$ cat src/rtl/serial_subtractor.sv
// serial_subtractor: bit-serial unsigned a - b, LSB first, one bit per clock
module serial_subtractor #(
   parameter int WIDTH = 8
) (
   input  logic             clk,
   input  logic             rst_n,
   input  logic             start,
   input  logic [WIDTH-1:0] a,
   input  logic [WIDTH-1:0] b,
   output logic             busy,
   output logic             done,
   output logic [WIDTH-1:0] diff,
   output logic             borrow
);
   localparam int CW = $clog2(WIDTH + 1);
   typedef enum logic [1:0] {IDLE = 2'd0, RUN = 2'd1, DONE = 2'd2} state_t;
   state_t           r_state, w_next;
   logic [WIDTH-1:0] r_a, r_b, r_res, r_diff, w_res_next;
   logic             r_br, r_borrow, w_d, w_br_next, w_last;
   logic [CW-1:0]    r_cnt;
   assign w_d        = r_a[0] ^ r_b[0] ^ r_br;
   assign w_br_next  = (~r_a[0] & r_b[0]) | (~(r_a[0] ^ r_b[0]) & r_br);
   assign w_res_next = {w_d, r_res[WIDTH-1:1]};
   assign w_last     = r_cnt == CW'(WIDTH - 1);
   assign busy       = r_state == RUN;
   assign done       = r_state == DONE;
   assign diff       = r_diff;
   assign borrow     = r_borrow;
   // next state: accept in IDLE, leave RUN after the last bit, DONE lasts one cycle
   always_comb begin
      w_next = IDLE;
      case (r_state)
         IDLE:    w_next = start ? RUN : IDLE;
         RUN:     w_next = w_last ? DONE : RUN;
         default: w_next = IDLE;
      endcase
   end
   // state register
   always_ff @(posedge clk or negedge rst_n)
      if (!rst_n) r_state <= IDLE;
      else        r_state <= w_next;
   // datapath: capture operands, shift one bit per RUN cycle, publish result on the last bit
   always_ff @(posedge clk or negedge rst_n)
      if (!rst_n) begin
         r_a      <= '0;
         r_b      <= '0;
         r_res    <= '0;
         r_br     <= 1'b0;
         r_cnt    <= '0;
         r_diff   <= '0;
         r_borrow <= 1'b0;
      end else if (r_state == IDLE && start) begin
         r_a   <= a;
         r_b   <= b;
         r_br  <= 1'b0;
         r_cnt <= '0;
      end else if (r_state == RUN) begin
         r_a   <= r_a >> 1;
         r_b   <= r_b >> 1;
         r_res <= w_res_next;
         r_br  <= w_br_next;
         r_cnt <= r_cnt + CW'(1);
         if (w_last) begin
            r_diff   <= w_res_next;
            r_borrow <= w_br_next;
         end
      end
endmodule

$ cat config.mk
export PLATFORM = sky130hd
export DESIGN_NAME = serial_subtractor
export DESIGN_NICKNAME = d
export VERILOG_FILES = /design/src/rtl/serial_subtractor.sv
export SDC_FILE = /design/constraint.sdc
export NUM_CORES = 1
export LEC_CHECK = 0
export ABC_AREA = 0
export CAP_MARGIN = 20
export CORE_ASPECT_RATIO = 1.2
export CORE_MARGIN = 4
export CORE_UTILIZATION = 51
export CTS_CLUSTER_SIZE = 20
export DETAILED_ROUTE_END_ITERATION = 12
export PLACE_DENSITY = 0.84
export SYNTH_ARGS = -nofsm -noshare
export SYNTH_HDL_FRONTEND = slang
export SYNTH_SLANG_ARGS = --single-unit
$ cat constraint.sdc
create_clock -name clk -period 2 [get_ports clk]
set_input_delay 0.3 -clock clk [delete_from_list [all_inputs] [get_ports clk]]
set_output_delay 0.3 -clock clk [all_outputs]
set_load 0.02 [all_outputs]
==> results_dict.tcl <==
set metrics [dict create \
    pwr-share-seq_pct 45.1 \
    synth_top_area_share_pct 60.7 \
    fmax_ghz 0.549 \
    crit_required_ns 1.70 \
    area_growth_pct 24.7 \
    n_fill_cell 256 \
    synth_top_family_by_area "simple AND/OR/NAND/NOR gates" \
    synth_xor_area_share_pct 0.544 \
    synth-async-reset-ratio_pct 100 \
    drt-wirelength-per-cell_um 13.7 \
    yosys.area_share.simple_pct 17.2 \
    critPathMaxStageDelay_ns 0.61 \
    multi_input_area_um2 588 \
    power_frac_clock_pct 15.1 \
    drive_above_1_share_pct 11.8 \
    pre_cts_ws_ns 0.386 \
    num_vias 1172 \
    cts_buffers 5 \
    synth_area_leaders "dfrtp_1, nand2_1, a22oi_1" \
    rsz0062_at_grt "no" \
    clk_pin_slew_ns 0.11 \
    cts_root_buf "clkbuf_4" \
    setup_tns_ns 0 \
    yosys_warnings 0 \
    period_needed_ns 1.82 \
    grt_pass1_vias 1188 \
    fin_hold_ws_ns 0.0301 \
    finalHoldViolCount 0 \
    fp.coreArea_mm2 0.00306 \
    post-route-period-util_pct 91.0 \
    cts_tree "yes" \
    ff2ff_setup_slack_ns 0.36 \
    path_cells "nor2b_1 > clkdlybuf4s50_1" \
    synth_fa_ha_area_share_pct 2.02 \
    drcViolationCount 0 \
    drt_iter0_drc 39 \
    critical_path_class "reg -> out" \
    crit_path_end "done" \
    synth_edf_count 0 \
    gr-total-overflow 0 \
    grt_use_total_pct 16.5 \
    status "completed" \
    cp-startpoint "r_state[1]" \
    avgSynthCellArea_um2 10.6 \
    rows 22 \
    pwr-share-comb_pct 39.8 \
    dp_hpwl_mm 2.14 \
    max-slew-margin-rel_pct 44.9 \
    synth.distinct_cells 22 \
    worst_pin_slew_ns 0.827 \
    port_buffers 29 \
    place_area_mm2 0.00194 \
    synth_seq_area_share_pct 60.7 \
    clock_skew_ns 0.00685 \
    slew_violations 0 \
    setup.worst_path.start_class "flop" \
    irDropWorstVdd_v 0.000997 \
    syn_inst 152 \
    power.share.switching_pct 37.0 \
    viasPerCell 5.28 \
    setup_viol 0 \
    cap_viol_max_count 0 \
    slowest_stage "clkdlybuf4s50_1" \
    synth_ff_type "dfrtp_1" \
    netlist.top_cell.by_area "dfrtp_1" \
    p_int_mw 1.90 \
    grt_max_degree 40 \
    grt_pass1_wl_mm 5.12 \
    synthMostInstantiatedCell "nand2_1" \
    cts_max_level 2 \
    worstPathMaxFanout 4 \
    min_path_type "in -> async" \
    timing.final.ws_setup_ns 0.180 \
    fp.dieW_um 59.3 \
    die_h_um 69.5 \
    r2r_end "diff[6]" \
    die-area_mm2 0.00412 \
    synth_compound_area_share_pct 10.3 \
    clk_latency_ns 0.35 \
    final_nets 206 \
    cts_setup_buffers 0 \
    antenna_cells 0 \
    synth_fp_nets 173 \
    power_density_mw_per_mm2 1500 \
    wirelength_mm 3.04 \
    cp.arrival_ns 1.52 \
    fin_area_mm2 0.00201 \
    clockBufferDepth 2 \
    synthesis.area_mm2 0.00161 \
    ys_ff_latch 39 \
    hold_buffers 0 \
    initial_core_util_pct 52.7 \
    antenna_found_initial 0 \
    place.gp.congestion 0.728 \
    boundaryPins 30 \
    switching_power_mw 1.12 \
    r2r_start "r_state[1]" \
    first_pass_iters 6 \
    ant_nets 0 \
    worstRegToRegCells 3 \
    end_kind "primary output" \
    clock_sinks 39 \
    synthMuxAreaShare_pct 6.22 \
    synth_common_cells "nand2_1, dfrtp_1, a22oi_1" \
    power.leakage_nw 0.949 \
    seq_area_um2 976 \
]
[through the flow]
step	instances	utilization [%]	power, mW
floorplan	152	-	2.13
global placement	214	63.5	2.53
detailed placement	214	63.5	2.60
CTS	222	65.7	3.05
global route	222	65.7	3.25
finish	222	65.7	3.02
[critical path: cells and delay by family, from the launching register on]
family	cells	cell delay (ns)
buffers and inverters	1	0.61
DFF	1	0.41
and+or+nand+nor	1	0.15
[cells in the final DEF, fill, tap and decap left out, drive strengths merged]
cell type	n
a22oi	14
a21o	1
buf	5
clkbuf	8
dfrtp	39
dlygate4sd2	1
nor2b	1
nand3	1
nor3	1
fa	1
nand2	59
nand2b	2
clkdlybuf4s50	27
o22ai	2
mux2i	1
nor3b	2
inv	4
xor2	1
o21bai	2
ha	1
o21ai	5
mux2	8
[final cells by class]
| class | instances | share of cell area (%) |
|---|---|---|
| sequential | 39 | 48.6 |
| multi-input combinational | 102 | 29.3 |
| inverter | 4 | 0.748 |
| timing repair buffer | 33 | 15.6 |
| tap | 36 | 2.24 |
| clock buffer | 8 | 3.43 |
[routing by layer]
layer / wire [µm] / up-vias / track usage (%)
li1: - / 572 / -
met5: 0 / - / 0
met1: 1330 / 559 / 20.0
met2: 1460 / 35 / 25.9
met4: 45 / 0 / 7.30
met3: 210 / 6 / 5.59
[worst min-delay path by stage]
stage | from | end | slack [ns] | depth (start not counted)
2_1_floorplan | rst_n | borrow | 0.004 | 0
3_3_place_gp | rst_n | r_res[1] | 0.43 | 1
3_5_place_dp | rst_n | diff[0] | 0.45 | 1
4_1_cts | rst_n | diff[0] | 0.05 | 1
5_1_grt | rst_n | r_res[1] | 0.09 | 1
6_report | rst_n | diff[0] | 0.03 | 1
[flip-flops by register name, summed over array words and instances, names as in the netlist]
register / flops
diff: 8
r_a: 8
r_b: 8
r_res: 7
r_cnt: 4
r_state: 2
borrow: 1
r_br: 1
[cell families after synthesis]
group / Yosys count
AOI/OAI and AO/OA: 24
xor gates and xnor gates: 1
adders and majority gates: 2
buffers and inverters: 11
DFF: 39
muxes: 9
and+or+nand+nor: 66
[timing repair]
action                                  4_1_cts  5_1_grt
endpoints found under the hold margin         0        0
gates resized for setup                       1        0
endpoints found under the setup margin        1        0
[power by group through the flow]
stage	clock, mW	sequential (mW)	combinational [mW]
2_1_floorplan	0	1.44	0.689
3_3_place_gp	0	1.36	1.17
3_5_place_dp	0	1.38	1.23
4_1_cts	0.470	1.36	1.22
5_1_grt	0.503	1.41	1.34
6_report	0.455	1.36	1.20
Note: power is estimated with default switching activity, not from simulation.
